**config.mk**
```make
export PLATFORM = sky130hd
export DESIGN_NAME = dmem_port_arb_flat
export DESIGN_NICKNAME = d
export VERILOG_FILES = /design/src/rtl/dmem_arb_pkg.sv /design/src/rtl/dmem_port_arb_if.sv /design/src/rtl/dmem_arb_pick.sv /design/src/rtl/dmem_port_arb.sv /design/src/flat_wrapper.sv
export SDC_FILE = /design/constraint.sdc
export NUM_CORES = 1
export LEC_CHECK = 0
export CAP_MARGIN = 5
export CORE_AREA = 3 3 117 119
export CTS_BUF_LIST = sky130_fd_sc_hd__clkbuf_4 sky130_fd_sc_hd__clkbuf_8
export CTS_CLUSTER_DIAMETER = 40
export DETAILED_ROUTE_END_ITERATION = 7
export DIE_AREA = 0 0 120 122
export PLACE_DENSITY_LB_ADDON = 0.08
export SLEW_MARGIN = 20
export SYNTH_ARGS = -nofsm -noshare
export SYNTH_HDL_FRONTEND = slang
export SYNTH_SLANG_ARGS = --single-unit
```
**constraint.sdc**
```tcl
create_clock -name clk_i -period 3.4 [get_ports clk_i]
set_clock_uncertainty 0.2 [all_clocks]
set_input_delay 0.68 -clock clk_i [delete_from_list [all_inputs] [get_ports clk_i]]
set_output_delay 0.68 -clock clk_i [all_outputs]
set_load 0.03 [all_outputs]
```
**src/rtl/dmem_arb_pkg.sv**
```systemverilog
// Shared types and constants for the data/instruction memory port arbiter.
package dmem_arb_pkg;

  typedef enum logic [1:0] {
    ST_IDLE  = 2'd0,
    ST_ISSUE = 2'd1,
    ST_WAIT  = 2'd2
  } state_e;

  typedef enum logic [1:0] {
    REQ_ST = 2'd0,
    REQ_LD = 2'd1,
    REQ_IF = 2'd2
  } req_id_e;

  localparam logic [3:0] RD_BE = 4'hF;
  localparam int         LAT_W = 3;

  // One-hot winner (bit index = requester ID) to encoded requester ID.
  function automatic req_id_e onehot_to_id(input logic [2:0] oh);
    req_id_e id;
    id = REQ_ST;
    if (oh[REQ_LD]) id = REQ_LD;
    if (oh[REQ_IF]) id = REQ_IF;
    return id;
  endfunction

endpackage

```
**src/rtl/dmem_port_arb_if.sv**
```systemverilog
// Requester and memory-macro signals of the memory port arbiter.
// slave is the arbiter side, master is the requester/memory side.
interface dmem_port_arb_if;
  logic        st_req_i;
  logic [31:0] st_addr_i;
  logic [31:0] st_data_i;
  logic [3:0]  st_be_i;
  logic        st_gnt_o;
  logic        ld_req_i;
  logic [31:0] ld_addr_i;
  logic        ld_gnt_o;
  logic        ld_rvalid_o;
  logic [31:0] ld_rdata_o;
  logic        if_req_i;
  logic [31:0] if_addr_i;
  logic        if_gnt_o;
  logic        if_rvalid_o;
  logic [31:0] if_rdata_o;
  logic        mem_en_o;
  logic        mem_we_o;
  logic [31:0] mem_addr_o;
  logic [31:0] mem_wdata_o;
  logic [3:0]  mem_be_o;
  logic [31:0] mem_rdata_i;
  logic        busy_o;

  modport slave (
    input  st_req_i, st_addr_i, st_data_i, st_be_i, ld_req_i, ld_addr_i,
           if_req_i, if_addr_i, mem_rdata_i,
    output st_gnt_o, ld_gnt_o, ld_rvalid_o, ld_rdata_o, if_gnt_o, if_rvalid_o,
           if_rdata_o, mem_en_o, mem_we_o, mem_addr_o, mem_wdata_o, mem_be_o,
           busy_o
  );

  modport master (
    output st_req_i, st_addr_i, st_data_i, st_be_i, ld_req_i, ld_addr_i,
           if_req_i, if_addr_i, mem_rdata_i,
    input  st_gnt_o, ld_gnt_o, ld_rvalid_o, ld_rdata_o, if_gnt_o, if_rvalid_o,
           if_rdata_o, mem_en_o, mem_we_o, mem_addr_o, mem_wdata_o, mem_be_o,
           busy_o
  );
endinterface

```
**src/rtl/dmem_arb_pick.sv**
```systemverilog
// Combinational fixed-priority picker (store > load > fetch); the starve
// flag promotes a pending fetch above everything else.
module dmem_arb_pick
  import dmem_arb_pkg::*;
(
  input  logic       i_st_req,
  input  logic       i_ld_req,
  input  logic       i_if_req,
  input  logic       i_starve,
  output logic [2:0] o_win,
  output logic       o_any
);

  always_comb begin
    o_win = 3'b000;
    if (i_starve && i_if_req) o_win[REQ_IF] = 1'b1;
    else if (i_st_req)        o_win[REQ_ST] = 1'b1;
    else if (i_ld_req)        o_win[REQ_LD] = 1'b1;
    else if (i_if_req)        o_win[REQ_IF] = 1'b1;
  end

  assign o_any = i_st_req | i_ld_req | i_if_req;

endmodule

```
**src/rtl/dmem_port_arb.sv**
```systemverilog
// Single-ported memory arbiter/sequencer for store, load and fetch requesters.
// Optional fetch starvation guard: define DMEM_ARB_STARVE_EN.
module dmem_port_arb
  import dmem_arb_pkg::*;
#(
  parameter int MEM_LATENCY = 1,
  parameter int STARVE_MAX  = 7
) (
  input  logic             clk_i,
  input  logic             rst_ni,
  dmem_port_arb_if.slave   bus
);

  state_e          r_state;
  req_id_e         r_win;
  logic [LAT_W-1:0] r_lat;
  logic [31:0]     r_addr;
  logic [31:0]     r_wdata;
  logic [3:0]      r_be;

  logic [2:0]      w_win;
  logic            w_any;
  logic            w_starve;
  logic            w_arb;
  logic            w_issue;
  logic            w_done;
  req_id_e         w_win_id;

`ifdef DMEM_ARB_STARVE_EN
  logic [3:0] r_starve;

  assign w_starve = (r_starve >= 4'(STARVE_MAX));

  // Counts IDLE arbitrations fetch loses while requesting; any gap clears it.
  always_ff @(posedge clk_i or negedge rst_ni) begin
    if (!rst_ni) begin
      r_starve <= 4'd0;
    end else if (r_state == ST_IDLE) begin
      if (!bus.if_req_i || w_win[REQ_IF]) r_starve <= 4'd0;
      else if (r_starve != 4'hF)          r_starve <= r_starve + 4'd1;
    end
  end
`else
  assign w_starve = 1'b0;
`endif

  dmem_arb_pick u_pick (
    .i_st_req (bus.st_req_i),
    .i_ld_req (bus.ld_req_i),
    .i_if_req (bus.if_req_i),
    .i_starve (w_starve),
    .o_win    (w_win),
    .o_any    (w_any)
  );

  assign w_win_id = onehot_to_id(w_win);
  assign w_arb    = (r_state == ST_IDLE) && w_any;
  assign w_issue  = (r_state == ST_ISSUE);
  assign w_done   = (r_state == ST_WAIT) && (r_lat == LAT_W'(MEM_LATENCY));

  always_ff @(posedge clk_i or negedge rst_ni) begin
    if (!rst_ni) begin
      r_state <= ST_IDLE;
      r_win   <= REQ_ST;
      r_lat   <= '0;
    end else begin
      case (r_state)
        ST_IDLE: begin
          if (w_any) begin
            r_win   <= w_win_id;
            r_state <= ST_ISSUE;
          end
        end
        ST_ISSUE: begin
          if (r_win == REQ_ST) begin
            r_state <= ST_IDLE;
          end else begin
            r_state <= ST_WAIT;
            r_lat   <= LAT_W'(1);
          end
        end
        ST_WAIT: begin
          if (r_lat == LAT_W'(MEM_LATENCY)) begin
            r_state <= ST_IDLE;
            r_lat   <= '0;
          end else begin
            r_lat   <= r_lat + LAT_W'(1);
          end
        end
        default: r_state <= ST_IDLE;
      endcase
    end
  end

  // Payload is only observable while gated by ISSUE, so it needs no reset.
  always_ff @(posedge clk_i) begin
    if (w_arb) begin
      case (w_win_id)
        REQ_ST: begin
          r_addr  <= bus.st_addr_i;
          r_wdata <= bus.st_data_i;
          r_be    <= bus.st_be_i;
        end
        REQ_LD: begin
          r_addr  <= bus.ld_addr_i;
          r_wdata <= 32'd0;
          r_be    <= RD_BE;
        end
        default: begin
          r_addr  <= bus.if_addr_i;
          r_wdata <= 32'd0;
          r_be    <= RD_BE;
        end
      endcase
    end
  end

  assign bus.st_gnt_o    = w_issue && (r_win == REQ_ST);
  assign bus.ld_gnt_o    = w_issue && (r_win == REQ_LD);
  assign bus.if_gnt_o    = w_issue && (r_win == REQ_IF);
  assign bus.ld_rvalid_o = w_done  && (r_win == REQ_LD);
  assign bus.if_rvalid_o = w_done  && (r_win == REQ_IF);
  assign bus.ld_rdata_o  = bus.mem_rdata_i;
  assign bus.if_rdata_o  = bus.mem_rdata_i;

  assign bus.mem_en_o    = w_issue;
  assign bus.mem_we_o    = w_issue && (r_win == REQ_ST);
  assign bus.mem_addr_o  = w_issue ? r_addr  : 32'd0;
  assign bus.mem_wdata_o = w_issue ? r_wdata : 32'd0;
  assign bus.mem_be_o    = w_issue ? r_be    : 4'd0;
  assign bus.busy_o      = (r_state != ST_IDLE);

endmodule

```
**src/flat_wrapper.sv**
```systemverilog
// flat-port wrapper written by rule: the top's interface ports become plain ports
module dmem_port_arb_flat import dmem_arb_pkg::*;
#(
  parameter int MEM_LATENCY = 1,
  parameter int STARVE_MAX  = 7
)
  (clk_i, rst_ni, bus_st_req_i, bus_st_addr_i, bus_st_data_i, bus_st_be_i, bus_ld_req_i, bus_ld_addr_i, bus_if_req_i, bus_if_addr_i, bus_mem_rdata_i, bus_st_gnt_o, bus_ld_gnt_o, bus_ld_rvalid_o, bus_ld_rdata_o, bus_if_gnt_o, bus_if_rvalid_o, bus_if_rdata_o, bus_mem_en_o, bus_mem_we_o, bus_mem_addr_o, bus_mem_wdata_o, bus_mem_be_o, bus_busy_o);
  dmem_port_arb_if bus_i ();
  input  logic clk_i;
  input  logic rst_ni;
  input wire logic [$bits(bus_i.st_req_i)-1:0] bus_st_req_i;
  input wire logic [$bits(bus_i.st_addr_i)-1:0] bus_st_addr_i;
  input wire logic [$bits(bus_i.st_data_i)-1:0] bus_st_data_i;
  input wire logic [$bits(bus_i.st_be_i)-1:0] bus_st_be_i;
  input wire logic [$bits(bus_i.ld_req_i)-1:0] bus_ld_req_i;
  input wire logic [$bits(bus_i.ld_addr_i)-1:0] bus_ld_addr_i;
  input wire logic [$bits(bus_i.if_req_i)-1:0] bus_if_req_i;
  input wire logic [$bits(bus_i.if_addr_i)-1:0] bus_if_addr_i;
  input wire logic [$bits(bus_i.mem_rdata_i)-1:0] bus_mem_rdata_i;
  output wire logic [$bits(bus_i.st_gnt_o)-1:0] bus_st_gnt_o;
  output wire logic [$bits(bus_i.ld_gnt_o)-1:0] bus_ld_gnt_o;
  output wire logic [$bits(bus_i.ld_rvalid_o)-1:0] bus_ld_rvalid_o;
  output wire logic [$bits(bus_i.ld_rdata_o)-1:0] bus_ld_rdata_o;
  output wire logic [$bits(bus_i.if_gnt_o)-1:0] bus_if_gnt_o;
  output wire logic [$bits(bus_i.if_rvalid_o)-1:0] bus_if_rvalid_o;
  output wire logic [$bits(bus_i.if_rdata_o)-1:0] bus_if_rdata_o;
  output wire logic [$bits(bus_i.mem_en_o)-1:0] bus_mem_en_o;
  output wire logic [$bits(bus_i.mem_we_o)-1:0] bus_mem_we_o;
  output wire logic [$bits(bus_i.mem_addr_o)-1:0] bus_mem_addr_o;
  output wire logic [$bits(bus_i.mem_wdata_o)-1:0] bus_mem_wdata_o;
  output wire logic [$bits(bus_i.mem_be_o)-1:0] bus_mem_be_o;
  output wire logic [$bits(bus_i.busy_o)-1:0] bus_busy_o;
  assign bus_i.st_req_i = bus_st_req_i;
  assign bus_i.st_addr_i = bus_st_addr_i;
  assign bus_i.st_data_i = bus_st_data_i;
  assign bus_i.st_be_i = bus_st_be_i;
  assign bus_i.ld_req_i = bus_ld_req_i;
  assign bus_i.ld_addr_i = bus_ld_addr_i;
  assign bus_i.if_req_i = bus_if_req_i;
  assign bus_i.if_addr_i = bus_if_addr_i;
  assign bus_i.mem_rdata_i = bus_mem_rdata_i;
  assign bus_st_gnt_o = bus_i.st_gnt_o;
  assign bus_ld_gnt_o = bus_i.ld_gnt_o;
  assign bus_ld_rvalid_o = bus_i.ld_rvalid_o;
  assign bus_ld_rdata_o = bus_i.ld_rdata_o;
  assign bus_if_gnt_o = bus_i.if_gnt_o;
  assign bus_if_rvalid_o = bus_i.if_rvalid_o;
  assign bus_if_rdata_o = bus_i.if_rdata_o;
  assign bus_mem_en_o = bus_i.mem_en_o;
  assign bus_mem_we_o = bus_i.mem_we_o;
  assign bus_mem_addr_o = bus_i.mem_addr_o;
  assign bus_mem_wdata_o = bus_i.mem_wdata_o;
  assign bus_mem_be_o = bus_i.mem_be_o;
  assign bus_busy_o = bus_i.busy_o;
  dmem_port_arb #(.MEM_LATENCY(MEM_LATENCY), .STARVE_MAX(STARVE_MAX)) u_core (.clk_i(clk_i), .rst_ni(rst_ni), .bus(bus_i));
endmodule
```
Yosys cells after proc, flatten, opt, wreduce, memory -nomap -nowiden
Cells that the tools add are included.

word-level totals
  register bits = 75
  output and inout bits = 140

cells by class
  add/sub/neg operators = 1
  equality and inequality tests = 9
  mux-type cells = 17
  bitwise gates (word level) = 2
  reductions and logical operators = 15

operators with widths
  operator               number
  $mux W32               2
  $pmux W32 S2           1
  $mux W2                5
  $logic_and A1 B1 Y1    7
  $eq A2 B1 Y1 const B   3
  $logic_not A2 Y1       3
  $mux W3                2
  $pmux W2 S3            1
  $pmux W3 S2            1
  $reduce_and A2 Y1      3
  $eq A2 B2 Y1 const B   2
  $mux W1                4
  $mux W4                1
  $ne A2 B2 Y1 const B   2
  $reduce_bool A2 Y1     2
  $add A3 B1 Y3 const B  1
  $eq A3 B1 Y1 const B   1
  $ne A2 B1 Y1 const B   1
  $or A1 B1 Y1           2

Logic depth before layout (Yosys ltp)
Gate-level depths: netlist of the first run.

  word-level depth = 7
  gate-level depth with buffers = 5

Cells and area by module
A second synthesis of the first run with hierarchy kept.

second synthesis, totals
  cell total of the unflattened synthesis = 404
  area, all modules = 4344.2 sq um

modules (own cells, without submodules)
  module         times used  cells each  area an instance (sq um)  sequential area each (sq um)
  dmem_port_arb  1           398         4307.9                    2217.1
  dmem_arb_pick  1           6           36.3                      0.0

Worst setup path before layout of the first run
Ideal clock, no wire load.

  path kind = input-to-reg
  from = input bus_ld_req_i
  to = register u_core.r_addr[0] (enable)
  arrival time = 2.353 ns
  data required time = 2.769 ns
  slack = 0.416 ns
  cell stages on the path = 2
  path buffers = 0
  cell sequence = or2_2 o21a_1

between the ends
  longest elaborated chain between the ends = 3

RTL lines
  what                       RTL line              RTL
  start, declared            flat_wrapper.sv:15    input wire logic [$bits(bus_i.ld_req_i)-1:0] bus_ld_req_i;
  $or A1 B1 Y1 (2 in a row)  dmem_arb_pick.sv:22   assign o_any = i_st_req | i_ld_req | i_if_req;
  $logic_and A1 B1 Y1        dmem_port_arb.sv:57   assign w_arb = (r_state == ST_IDLE) && w_any;
  via u_core.w_arb           dmem_port_arb.sv:24   logic w_arb;
  end signal, assigned       dmem_port_arb.sv:100  r_addr <= bus.st_addr_i;
  end signal, assigned       dmem_port_arb.sv:105  r_addr <= bus.ld_addr_i;
  end signal, assigned       dmem_port_arb.sv:110  r_addr <= bus.if_addr_i;
  end, declared              dmem_port_arb.sv:17   logic [31:0] r_addr;

The timed path passes the listed nets, and every way through them passes these cells.
A chain may end at the register's enable or synchronous reset.

Worst setup path after layout of the first run
  from = register u_core.r_state[1]
  to = output bus_mem_wdata_o[13]

between the ends
  longest elaborated chain between the ends = 2

RTL lines
  what                    RTL line              RTL
  start, declared         dmem_port_arb.sv:14   state_e r_state;
  start signal, assigned  dmem_port_arb.sv:63   r_state <= ST_IDLE;
  start signal, assigned  dmem_port_arb.sv:71   r_state <= ST_ISSUE;
  start signal, assigned  dmem_port_arb.sv:76   r_state <= ST_IDLE;
  $eq A2 B1 Y1            dmem_port_arb.sv:58   assign w_issue = (r_state == ST_ISSUE);
  $mux W32                dmem_port_arb.sv:129  assign bus.mem_wdata_o = w_issue ? r_wdata : 32'd0;
  end, declared           flat_wrapper.sv:30    output wire logic [$bits(bus_i.mem_wdata_o)-1:0] bus_mem_wdata_o;

Every way passes these cells.

==> results.md, run 1 <==
* I/O Buffers at ~210
* Met3 Track Usage GR at 5.850%
* Core ar. at 12670 um^2
* Final-report setup violation count at 0
* Maximum fanout along the worst path at 45
* Max_cap viols at 0
* Avg WL per Cell at ~16 um
* Critical Path RT at 2.52 ns
* Clock transition at path regs at 0.08 ns
* Rows at 41
* Pre-Repair DR Iteration Count at 4
* Hold crit path type: in2async
* Critical path arrival at 2.27 ns
* Setup crit end kind: output port
* Commonest non-fill, non-tap cell in the layout: clkdlybuf4s50_1
* Post-CTS Hold Fix Bufs at 0
* Fmax achieved at 317.2 MHz
* Final WL at 11620 um
* Vias at between 3000 and 4000
* TritonCTS clock tree: yes
* Global-route wire length before repair at 17530 um
* Rel. slew slack at 57.52%
* Commonest non-fill, non-tap cells in the layout: clkdlybuf4s50_1, and2_1, edfxtp_1
* Initial DRC Count at 159
* Hold_ws at 0.3798 ns
* RSZ-0062 raised after global routing: false
* H-tree depth at 3
* CP startpoint: u_core.r_state[1]
* Die area at 14640 um^2
* Total clock sinks at 75
* Flops & latches, synth at 75
* Count of pins over their slew limit at 0
* N_diodes at 0
* Setup Buffers After CTS at 0
* Hpwl dp at approximately 8900 um
* Worst Tran Pin Value at 0.6372 ns
* Crit Path Class: reg2out
* Die X-Extent at 120 um
* Outcome: finished clean
* Maximum vdd drop at 256.6 uV
* Syn Std Cell Area at 4333 um^2
* Avg Cell Area, Syn at 10.81 um^2
* Busiest layer in global routing: met2
* Vias in the first global route at 3267
* Fin crit share at between 90% and 100%
* DIE HEIGHT at around 120 um
* Final Critical Period at between 3 and 4 ns
* Starting Density at between 30% and 40%
* Gr ovfl total at 0
* Syn Inst Count at 401
* # DRC at 0
* FF-to-FF Start: u_core.r_state[1]
* Placed cell area at 6135 um^2
* Boundary Pins at 309
* CTS Buf Count at 9
* Setup TNS at 0 ns
* Area added between synthesis and finish at 45.80%
* Vias per cell at between 4 and 5
* CP Launch Type: flop
* Non-Filler Cell Area, Final at 6317 um^2
* Share of cells above drive strength 1 at 5.082%
* Clk_lat worst skew at 0.35 ns
* Maximum clock path buffer count at 2
* Routing usage on met2 at 26.94%
* Sequential element share of the synthesized area at 51.17%
* Post-synthesis cell type count at 32
* Final hold vios at 0
* Number of gates resized after cts at 0
* Gpl congestion at 0.7656
* Nets at 715
* Worst Slack Setup Final at approximately 0.25 ns
* Antenna-violating nets left at 0
* Root buffer cell: clkbuf_8
* Initial antenna violation count at 0
* Total power at 4.421 mW
* Yosys warning count at 0
* Pleak at about 2.4 nW
* Grt met1 use at 17.21%
* Largest net degree at the start of global routing at 65
* Power Dens Cells at 699.9 nW/um^2
* Overall routing resource usage at around 16%
* Placement Setup Slack at 0.5711 ns
* Synthesized net count at 570
-- critical path: stages, from the launching register on --
cell             delay, ns
dfrtp_1               0.40
nand2b_1              0.23
inv_2                 0.09
buf_4                 0.30
and2_1                0.18
clkdlybuf4s50_1       0.69
-- per-stage QoR --
step	utilization (%)	cells
after floorplan	-	401
after global placement	48.42	707
after detailed placement	48.42	707
after CTS	49.86	723
after global routing	49.86	723
final	49.86	723
-- power by group --
group | total [mW] | leakage [nW] | internal [mW] | switching [mW]
registers | 1.49 | 0.750 | 1.40 | 0.0842
clock network | 0.667 | 0.0915 | 0.329 | 0.337
logic | 2.27 | 1.59 | 0.966 | 1.30
total | 4.42 | 2.44 | 2.70 | 1.72
-- cells in the mapped netlist (all sizes together) --
cell type	instances	area share, %
mux2	1	0.26
nand2	2	0.17
nand2b	9	1.3
inv	4	0.35
and2b	1	0.17
o22ai	1	0.14
clkbuf	12	1.3
o21bai	1	0.17
mux2i	32	7.4
o21a	2	0.35
edfxtp	68	47
or2	1	0.14
or3b	1	0.20
or3	1	0.14
nand3	1	0.12
dfrtp	7	4.0
nor3	1	0.12
nor2b	2	0.29
o2bb2ai	1	0.20
o211ai	1	0.17
buf	74	13
nor2	38	3.3
a21oi	35	4.0
and3b	1	0.20
o21ai	3	0.35
and2	100	14
nor3b	1	0.17
-- routing by layer --
layer | vias up | routed length, um
met4 | 0 | 240
met5 | - | 0
li1 | 1572 | -
met3 | 29 | 1123
met2 | 148 | 5905
met1 | 1451 | 4348
-- cell type report --
cell class	instances	area [um^2]
clock buffer	9	123.9
clock inverter	7	58.81
fill	1236	6354
inverter	4	15.01
multi-input combinational	236	1480
sequential	75	2217
tap	172	215.2
timing repair buffer	220	2207
-- flip-flops by register name (all words and copies together) (netlist names) --
signal          count
u_core.r_lat        3
u_core.r_be         4
u_core.r_win        2
u_core.r_state      2
u_core.r_addr      32
u_core.r_wdata     32
-- kinds of logic after synthesis --
family	Yosys count	share of synthesized area, %
flip-flops	75	51.17
buffers and inverters	90	14.99
AND/OR/NAND/NOR	159	20.76
AO/OA/AOI/OAI	44	5.429
multiplexers	33	7.652
-- final timing paths --
path,to,slack (ns),cells past startpoint
min,u_core.r_win[0],0.38,1
max in group asynchronous,u_core.r_lat[1],2.37,1
max reg2reg,u_core.r_wdata[30],1.43,3
max,bus_mem_wdata_o[13],0.25,5
min reg2reg,u_core.r_win[0],0.40,1
min in group clk_i,u_core.r_win[0],0.40,1
Power figures use the tool's default switching activity.
==> run 2, diff against run 1 <==
Settings changed: CORE_AREA 3 3 117 119 to 3 3 118 120, DIE_AREA 0 0 120 122 to 0 0 121 123, DONT_BUFFER_PORTS from default to 1.
==> run 2 against run 1 <==
Global-route usage fell by 3.1 points. Combinational power shrank 34%. Final area decreased by 33%. Sequential share of layout area increased by 17 points. Core utilization is 18 points lower. Die area is 1.7% higher. Worst hold slack got worse by 0.17 ns. Largest power group unchanged.
==> results.md, run 2 (same netlist as run 1, synthesis figures left out) <==
* Critical path endpoint: bus_mem_wdata_o[12]
* Setup TNS at 0 ns (unchanged)
* N_diodes at 0 (unchanged)
* Maximum clock path buffer count at 2 (unchanged)
* Pleak at 1.646 nW (-32%)
* Power Dens Cells at 881.8 nW/um^2 (+26%)
* CTS Buf Count at 9 (unchanged)
* Nets at 503 (-30%)
* Pre-Repair DR Iteration Count at 4 (unchanged)
* Area added between synthesis and finish at -2.570%
* Commonest non-fill, non-tap cell in the layout: and2_1
* Final WL at 9775 um (-16%)
* Share of cells above drive strength 1 at 8.555% (+3.5 points)
* Global-route wire length before repair at 13760 um (-21%)
* Placed cell area at 4003 um^2 (-35%)
* H-tree depth at 3 (unchanged)
* Final core utilization at 32.26% (-18 points)
* Die area at 14880 um^2 (+1.7%)
* Maximum fanout along the worst path at 41 (-8.9%)
* Setup Buffers After CTS at 0 (unchanged)
* Core ar. at 13090 um^2 (+3.3%)
* Hold crit path type: in2reg
* Hpwl dp at 7328 um (-17%)
* Overall routing resource usage at 12.52% (-3.1 points)
* Final Critical Period at 2.959 ns (-0.1940 ns)
* Boundary Pins at 309 (unchanged)
* Gpl congestion at 0.6781 (-11%)
* Biggest regs: u_core.r_addr (32), u_core.r_wdata (32), u_core.r_be (4)
* Gr ovfl total at 0 (unchanged)
* Setup crit end kind: output port
* Root buffer cell: clkbuf_8
* TritonCTS clock tree: yes
* Die X-Extent at 121 um (+0.83%)
* Critical path arrival at 2.08 ns (-0.19 ns)
* I/O Buffers at 0 (-100%)
* Final-report setup violation count at 0 (unchanged)
* FILL cells at 1337 (+8.2%)
* Initial antenna violation count at 0 (unchanged)
* Worst Tran Pin Value at 0.6471 ns (+0.009869 ns)
* Worst reg2reg endpoint: u_core.r_addr[31]
* FF-to-FF path depth at 3 (unchanged)
* Initial DRC Count at 167 (+5.0%)
* Vias at 2396 (-25%)
* Vias in the first global route at 2287 (-30%)
* Avg WL per Cell at 18.98 um (+18%)
* Outcome: finished clean
* Max_cap viols at 0 (unchanged)
* Starting Density at 33.11% (-1.1 points)
* Vias per cell at 4.652 (+5.1%)
* Fmax achieved at 338.0 MHz (+6.6%)
* Maximum vdd drop at 700.6 uV (+170%)
* CP startpoint: u_core.r_state[1]
* CP Launch Type: flop
* FF-to-FF setup slack at 1.27 ns (-0.16 ns)
* Crit Path Class: reg2out
* Critical Path RT at 2.52 ns (about the same)
* Commonest non-fill, non-tap cells in the layout: and2_1, edfxtp_1, nor2_1
* # DRC at 0 (unchanged)
* Non-Filler Cell Area, Final at 4222 um^2 (-33%)
* DIE HEIGHT at 123 um (+0.82%)
* Largest net degree at the start of global routing at 60 (-7.7%)
* Fin crit share at 87.02% (-5.7 points)
* Clk_lat worst skew at 0.35 ns (about the same)
* Total clock sinks at 75 (unchanged)
* FF-to-FF Start: u_core.r_state[1]
* Count of pins over their slew limit at 0 (unchanged)
* Antenna-violating nets left at 0 (unchanged)
* Rows at 42 (+2.4%)
* RSZ-0062 raised after global routing: false
* Clock transition at path regs at 0.07 ns (about the same)
* Final hold vios at 0 (unchanged)
* Rel. slew slack at 56.86% (-0.66 points)
[run 2: worst min-delay path by stage]
stage	start	to	slack, ns	depth (start not counted)
finish	bus_st_req_i	u_core.r_win[0]	0.21	1
global route	bus_st_req_i	u_core.r_win[0]	0.18	1
CTS	bus_st_req_i	u_core.r_win[0]	0.18	1
detailed placement	rst_ni	u_core.r_win[1]	0.18	0
global placement	rst_ni	u_core.r_state[1]	0.18	0
floorplan	rst_ni	u_core.r_lat[0]	0.18	0
[run 2: critical path, stage by stage, from the launching register on]
cell	delay, ns
dfrtp_1	0.40
nand2b_1	0.25
inv_2	0.46
buf_12	0.25
and2_1	0.34
[run 2: per-stage QoR]
| stage | std cells | worst slack [ns] | power [mW] | hold WS (ns) |
|---|---|---|---|---|
| 2_1_floorplan | 401 | 0.4162 | 2.929 | 0.1844 |
| 3_3_place_gp | 498 | 0.8317 | 3.048 | 0.1847 |
| 3_5_place_dp | 498 | 0.7722 | 3.056 | 0.1847 |
| 4_1_cts | 515 | 0.3676 | 3.805 | 0.1752 |
| 5_1_grt | 515 | 0.2580 | 3.955 | 0.1831 |
| 6_report | 515 | 0.4413 | 3.723 | 0.2074 |
[run 2: layout make-up]
type / count / area (um^2) / area share [%]
clock inverters: 7 / 82.58 / 1.956
clock buffers: 9 / 123.9 / 2.934
repair buffers: 8 / 75.07 / 1.778
multi-input cells: 236 / 1488 / 35.24
flip-flops and latches: 75 / 2217 / 52.52
well taps: 176 / 220.2 / 5.216
inverters: 4 / 15.01 / 0.3557
[run 2: what timing repair did]
| action | in CTS | in global routing |
|---|---|---|
| endpoints found under the hold margin | 7 | 0 |
| resized for setup | 0 | 0 |
| hold buffers | 1 | 0 |
[run 2: layer usage]
layer	vias to the layer above	global-route usage [%]	share of wire [%]	routed length (um)
li1	1143	-	-	-
met1	1093	15.17	40	3947
met2	133	18.93	46	4545
met3	27	5.215	11	1031
met4	0	6.870	2.6	251
met5	-	0	0	0
[run 2: where the power goes]
group          leakage (nW)  switching (mW)  total [mW]  internal, mW
Combinational         0.788            1.20        1.50         0.303
Clock                 0.108           0.327       0.732         0.404
Sequential            0.750          0.0832        1.49          1.41
